===== config.mk =====
export PLATFORM = sky130hd
export DESIGN_NAME = fp_mul_operand_stage
export DESIGN_NICKNAME = d
export VERILOG_FILES = /design/src/rtl/fp_pkg.sv /design/src/rtl/fp_operand_classify.sv /design/src/rtl/fp_mul_operand_stage.sv
export SDC_FILE = /design/constraint.sdc
export NUM_CORES = 1
export LEC_CHECK = 0
export ABC_AREA = 1
export CELL_PAD_IN_SITES_DETAIL_PLACEMENT = 1
export CELL_PAD_IN_SITES_GLOBAL_PLACEMENT = 2
export CORE_ASPECT_RATIO = 1.75
export CORE_MARGIN = 5
export CORE_UTILIZATION = 28
export CTS_CLUSTER_SIZE = 10
export DETAILED_ROUTE_END_ITERATION = 8
export MAX_ROUTING_LAYER = met4
export PLACE_DENSITY = 0.77
export SLEW_MARGIN = 10
export SYNTH_ARGS = -nofsm -noshare
export SYNTH_HDL_FRONTEND = slang
export SYNTH_SLANG_ARGS = --single-unit

===== constraint.sdc =====
create_clock -name clk -period 1.6 [get_ports clk]
set_input_delay 0.24 -clock clk [delete_from_list [all_inputs] [get_ports clk]]
set_output_delay 0.24 -clock clk [all_outputs]
set_load 0.01 [all_outputs]

===== src/rtl/fp_pkg.sv =====
// rtl/fp_pkg.sv - shared single-precision constants, operand classes and the unpacked entry type
package fp_pkg;

    localparam logic [1:0] ROUND_TO_NEAREST = 2'b00;
    localparam logic [1:0] ROUND_TO_ZERO    = 2'b01;
    localparam logic [1:0] ROUND_TO_POS_INF = 2'b10;
    localparam logic [1:0] ROUND_TO_NEG_INF = 2'b11;

    localparam logic [31:0] FP_QNAN     = 32'h7FC00000;
    localparam int          FP_EXP_BIAS = 127;
    localparam logic [7:0]  FP_EXP_MAX  = 8'hFF;

    typedef enum logic [2:0] {
        ZERO,
        SUB,
        NORM,
        INF,
        NAN
    } fp_class_e;

    // One unpacked operand pair as presented to the multiplier.
    typedef struct packed {
        logic        sign_num1;
        logic        sign_num2;
        logic [7:0]  exp_num1;
        logic [7:0]  exp_num2;
        logic [22:0] mantissa_num1;
        logic [22:0] mantissa_num2;
        logic        normilized_bit_num1;
        logic        normilized_bit_num2;
        logic [1:0]  rounding_mode;
        logic        special_valid;
        logic [31:0] special_result;
    } fp_entry_t;

endpackage


===== src/rtl/fp_operand_classify.sv =====
// rtl/fp_operand_classify.sv - combinational unpack and classification of one packed single-precision word
module fp_operand_classify
    import fp_pkg::*;
(
    input  logic [31:0] word,
    output fp_class_e   cls,
    output logic        sign,
    output logic [7:0]  exp,
    output logic [22:0] frac,
    output logic        hidden
);

    always_comb begin
        sign = word[31];
        exp  = word[30:23];
        frac = word[22:0];
        if (exp == 8'h00) begin
            cls = (frac == 23'h0) ? ZERO : SUB;
        end else if (exp == FP_EXP_MAX) begin
            cls = (frac == 23'h0) ? INF : NAN;
        end else begin
            cls = NORM;
        end
        hidden = (cls == NORM);
    end

endmodule


===== src/rtl/fp_mul_operand_stage.sv =====
// rtl/fp_mul_operand_stage.sv - operand unpack, special-case bypass and two-entry skid buffer ahead of the multiplier
module fp_mul_operand_stage
    import fp_pkg::*;
(
    input  logic        clk,
    input  logic        rst_n,
    input  logic        in_valid,
    output logic        in_ready,
    input  logic [31:0] in_a,
    input  logic [31:0] in_b,
    input  logic [1:0]  in_rm,
    output logic        out_valid,
    input  logic        out_ready,
    output logic        sign_num1,
    output logic        sign_num2,
    output logic [7:0]  exp_num1,
    output logic [7:0]  exp_num2,
    output logic [22:0] mantissa_num1,
    output logic [22:0] mantissa_num2,
    output logic        normilized_bit_num1,
    output logic        normilized_bit_num2,
    output logic [1:0]  rounding_mode,
    output logic        special_valid,
    output logic [31:0] special_result
);

    // Biased exponent sum bounds: below 127 the product underflows, and
    // at 127+255 or more it overflows past the largest finite exponent.
    localparam logic [8:0] EXP_SUM_UFLOW = 9'(FP_EXP_BIAS - 1);
    localparam logic [8:0] EXP_SUM_OFLOW = 9'(FP_EXP_BIAS + 255);

    fp_class_e   cls_a, cls_b;
    logic        sign_a, sign_b, hid_a, hid_b;
    logic [7:0]  exp_a, exp_b;
    logic [22:0] frac_a, frac_b;

    fp_operand_classify u_cls_a (
        .word   (in_a),
        .cls    (cls_a),
        .sign   (sign_a),
        .exp    (exp_a),
        .frac   (frac_a),
        .hidden (hid_a)
    );

    fp_operand_classify u_cls_b (
        .word   (in_b),
        .cls    (cls_b),
        .sign   (sign_b),
        .exp    (exp_b),
        .frac   (frac_b),
        .hidden (hid_b)
    );

    logic        a_zero, b_zero, a_inf, b_inf, res_sign;
    logic [8:0]  exp_sum;
    logic        spec_valid_c;
    logic [31:0] spec_result_c;

    always_comb begin
        // Subnormals are flushed, so they resolve exactly like zeros.
        a_zero        = (cls_a == ZERO) || (cls_a == SUB);
        b_zero        = (cls_b == ZERO) || (cls_b == SUB);
        a_inf         = (cls_a == INF);
        b_inf         = (cls_b == INF);
        res_sign      = sign_a ^ sign_b;
        exp_sum       = {1'b0, exp_a} + {1'b0, exp_b};
        spec_valid_c  = 1'b1;
        spec_result_c = '0;
        if ((cls_a == NAN) || (cls_b == NAN) || (a_inf && b_zero) || (a_zero && b_inf)) begin
            spec_result_c = FP_QNAN;
        end else if (a_inf || b_inf) begin
            spec_result_c = {res_sign, FP_EXP_MAX, 23'h0};
        end else if (a_zero || b_zero) begin
            spec_result_c = {res_sign, 31'h0};
        end else if (exp_sum <= EXP_SUM_UFLOW) begin
            spec_result_c = {res_sign, 31'h0};
        end else if (exp_sum >= EXP_SUM_OFLOW) begin
            spec_result_c = {res_sign, FP_EXP_MAX, 23'h0};
        end else begin
            spec_valid_c  = 1'b0;
        end
    end

    fp_entry_t new_entry;

    always_comb begin
        new_entry.sign_num1           = sign_a;
        new_entry.sign_num2           = sign_b;
        new_entry.exp_num1            = exp_a;
        new_entry.exp_num2            = exp_b;
        new_entry.mantissa_num1       = frac_a;
        new_entry.mantissa_num2       = frac_b;
        new_entry.normilized_bit_num1 = hid_a;
        new_entry.normilized_bit_num2 = hid_b;
        new_entry.rounding_mode       = in_rm;
        new_entry.special_valid       = spec_valid_c;
        new_entry.special_result      = spec_result_c;
    end

    fp_entry_t main_q, main_d, skid_q, skid_d;
    logic      main_valid_q, main_valid_d, skid_valid_q, skid_valid_d;
    logic      accept, drain;

    assign in_ready = ~skid_valid_q;
    assign accept   = in_valid & ~skid_valid_q;
    assign drain    = main_valid_q & out_ready;

    always_comb begin
        main_d       = main_q;
        skid_d       = skid_q;
        main_valid_d = main_valid_q;
        skid_valid_d = skid_valid_q;
        if (skid_valid_q) begin
            // No accept is possible while the skid is full; refill main from skid.
            if (drain) begin
                main_d       = skid_q;
                skid_valid_d = 1'b0;
            end
        end else if (accept) begin
            if (!main_valid_q || drain) begin
                main_d       = new_entry;
                main_valid_d = 1'b1;
            end else begin
                skid_d       = new_entry;
                skid_valid_d = 1'b1;
            end
        end else if (drain) begin
            main_valid_d = 1'b0;
        end
    end

    always_ff @(posedge clk or negedge rst_n) begin
        if (!rst_n) begin
            main_q       <= '0;
            skid_q       <= '0;
            main_valid_q <= 1'b0;
            skid_valid_q <= 1'b0;
        end else begin
            main_q       <= main_d;
            skid_q       <= skid_d;
            main_valid_q <= main_valid_d;
            skid_valid_q <= skid_valid_d;
        end
    end

    assign out_valid           = main_valid_q;
    assign sign_num1           = main_q.sign_num1;
    assign sign_num2           = main_q.sign_num2;
    assign exp_num1            = main_q.exp_num1;
    assign exp_num2            = main_q.exp_num2;
    assign mantissa_num1       = main_q.mantissa_num1;
    assign mantissa_num2       = main_q.mantissa_num2;
    assign normilized_bit_num1 = main_q.normilized_bit_num1;
    assign normilized_bit_num2 = main_q.normilized_bit_num2;
    assign rounding_mode       = main_q.rounding_mode;
    assign special_valid       = main_q.special_valid;
    assign special_result      = main_q.special_result;

endmodule


==> out/metrics.csv <==
stage,metric,value,unit
floorplanning,chip height,221,um
synth,Synth Cell Area,7140,sq um
run_status,status,"finished, violations left",
synth,Synth Warn #,0,
sta,hold slack,126,ps
critical_path,FF-to-FF path depth,5,
clock_tree,root buffer cell,clkbuf_16,
critical_path,reg2reg start,skid_valid_q,
floorplanning,core box area,25200,sq um
pwr,peak supply drop,0.000778,V
routing,drt first pass iters,4,
place,Placer Congestion,0.836,
clock_tree,# H-tree levels,4,
cells_and_area,layout cells sized above 1,0.188,
flow_run,Max Cap Viol,0,
routing,wire length per cell,17.7,um
sta,final worst path period share,1.03,
critical_path,crit start category,input port,
sta,unrepaired setup endpoints after global routing,yes,
grt,pin count of the biggest net entering global routing,45,
clock_tree,TritonCTS buffer count,17,
clock_tree,CTS tree,built,
clock_tree,CTS Buffer Depth,2,
place,HPWL Detailed,17500,um
cells_and_area,Layout Cells excl Fill,1421,
critical_path,minimum setup slack among reg-to-reg paths,100,ps
cells_and_area,area grow syn2layout,47.4,%
synth,"area leader, netlist",dfrtp_1,
critical_path,WS Path Type,in2reg,
clock_tree,Clock Latency Late Sink,430,ps
hold_path,Worst Hold End,mantissa_num1[8],
synth,Yosys top cell area share,0.512,
synth,Area contributors post-synth,"dfrtp_1 51%, nand2_1 14%, a31oi_1 5.8%, nor2_1 5.0%, inv_1 4.3%",
pwr,Power Density,1400,nW/um^2
synth,Netlist cell types,32,
floorplanning,Die W,131,um
routing,Top Metal Used,met4,
cells_and_area,Final nets,1170,
synth,Synth Register Bits,146,
grt,vias in the first global route,7196,
critical_path,crit end category,flop,
place,placed cells,1366,
place,worst slack at placement,-933,ps
routing,Post-Route WL,25200,um
synth,Post-Synthesis Cells,890,
floorplanning,starting density of the core,0.283,
sta,post-route setup slack,-47.6,ps
floorplanning,die area,28900,sq um
synth,register area share after synthesis,0.512,
sta,max-slew violations,0,
routing,Metal-1 WL,9560,um
routing,1st-iter DRT viols,241,
sta,Final min period,1650,ps
sta,final setup fails,1,
routing,DR vias,6614,
hold_path,hold path cells,3,
run_status,failing checks,negative setup slack,
hold_path,Hold WC Path Type,in2reg,
clock_tree,Clock Pin Slew Worst Setup and Hold Paths,60,ps
floorplanning,io pins,173,
critical_path,arrival time at the worst endpoint,1960,ps
place,Port-buffer cells,150,
pwr,Total Power,14700,uW
pwr,static leakage,0.00524,uW
floorplanning,row count,77,
grt,initial antenna violation count,1,
sta,skew final,4.98,ps
grt,first-pass GRT wire length,38100,um
critical_path,reg2reg end,skid_q[32],
routing,met2 wire len,14200,um
routing,drt drc,0,
sta,final hold violations,0,
routing,Met3 Wirelength,852,um
sta,setup TNS,-47.6,ps
sta,FMAX,607,MHz
critical_path,Critical Path RT,1920,ps
grt,grt ovf,0,
grt,total track usage,0.174,
synth,Avg Synthesized Cell Area,8.02,sq um
routing,Via density,4.65,
clock_tree,CTS sink count,146,
hold_path,min-delay src,in_a[8],
routing,Detail Route Antenna Nets,0,
critical_path,crit-path max FO,2,
-- critical path, stage by stage --
cell and delay (ps):
buf_8 80, ha_4 120, inv_2 40, fa_2 360, inv_2 80, nand2_2 60
nand2_2 70, nand2_2 70, nand2_2 70, nand3_2 80, nor2_4 140, nand3_2 90
nand2_1 110, nand3_2 100, nand2_2 100, nand2_1 50, nand2_1 70, nand2_1 50
-- through the flow --
stage,utilization,cell area [sq um]
floorplan,-,7230
global placement,0.369,9320
detailed placement,0.369,9320
CTS,0.399,10100
global route,0.417,10500
finish,0.417,10500
-- layout by cell type, fill, tap and decap left out, types with 3 or more instances in the layout --
cell type        instances
buf_8                    3
ha_4                     7
conb_1                  22
buf_6                    6
clkbuf_2                 4
buf_12                  10
dlygate4sd2_1           60
clkinv_2                 6
a31oi_1                 66
nand2_4                  4
nand3_2                  9
o21ai_2                  4
nand3_1                 12
nand2_1                253
dlymetal6s2s_1          34
dfrtp_1                144
o21ai_1                  6
nor2_1                  84
a21oi_1                  7
nor2_4                   5
bufinv_16                3
buf_4                   61
nor3_1                   3
clkdlybuf4s50_1         44
nor2_2                  10
inv_1                   64
clkbuf_16               22
nand2_2                 15
clkdlybuf4s15_1          4
nand4_1                 20
inv_2                   20
buf_16                   3
o21ai_0                 58
-- layout make-up --
cell class / instances / area [sq um]
well taps: 316 / 395
inverters: 86 / 328
multi-input cells: 604 / 3090
fillers: 2968 / 14700
clock buffers: 21 / 460
clock inverters: 11 / 135
repair buffers: 236 / 2450
diodes: 1 / 2.50
flip-flops and latches: 146 / 3660
-- cell usage after synthesis, drive strengths merged --
| master | n |
|---|---|
| a21o | 1 |
| a21oi | 9 |
| a31oi | 66 |
| buf | 51 |
| clkbuf | 24 |
| conb | 1 |
| dfrtp | 146 |
| fa | 1 |
| ha | 8 |
| inv | 86 |
| nand2 | 272 |
| nand3 | 22 |
| nand3b | 2 |
| nand4 | 20 |
| nor2 | 99 |
| nor3 | 4 |
| nor4 | 2 |
| o211ai | 1 |
| o21a | 2 |
| o21ai | 68 |
| o21bai | 1 |
| o22ai | 1 |
| o31ai | 1 |
| xnor2 | 2 |
-- power by group --
group,internal [uW],switching [uW]
registers,4960,710
clock network,2520,1580
logic,2310,2630
total,9790,4920
-- cell families after synthesis --
kind of cell / share of synthesized area
other cells: 0.000525
xor+xnor: 0.00245
compound gates: 0.120
flops: 0.512
fa+ha+maj: 0.0168
buf+inv: 0.107
simple gates: 0.241
-- worst max-delay path by stage --
stage,start,end,cells after the start
2_1_floorplan,in_a[23],special_result[31],17
3_3_place_gp,in_a[23],special_result[31],18
3_5_place_dp,in_a[23],special_result[31],18
4_1_cts,in_b[16],special_result[31],13
5_1_grt,in_a[26],special_result[31],15
6_report,in_b[23],special_result[31],18
-- layer usage --
metal	global-route usage	vias up
li1	-	3220
met1	0.180	3218
met2	0.324	141
met3	0.0275	35
met4	0.0604	0
met5	-	-
-- state kept, by name, summed over array words and instances (netlist names) --
signal / cells
mantissa_num2: 23
normilized_bit_num2: 1
sign_num2: 1
skid_valid_q: 1
skid_q: 72
special_valid: 1
rounding_mode: 2
exp_num2: 8
exp_num1: 8
mantissa_num1: 23
sign_num1: 1
special_result: 3
out_valid: 1
normilized_bit_num1: 1
-- repair_timing --
item,CTS,global route
hold buffers,1,0
buffers inserted,5,9
hold endpoints to repair,29,0
pin swaps,22,37
cloned,1,6
resized for setup,120,93
setup endpoints to repair,72,112
No activity file was read; power rests on OpenSTA's default activity.
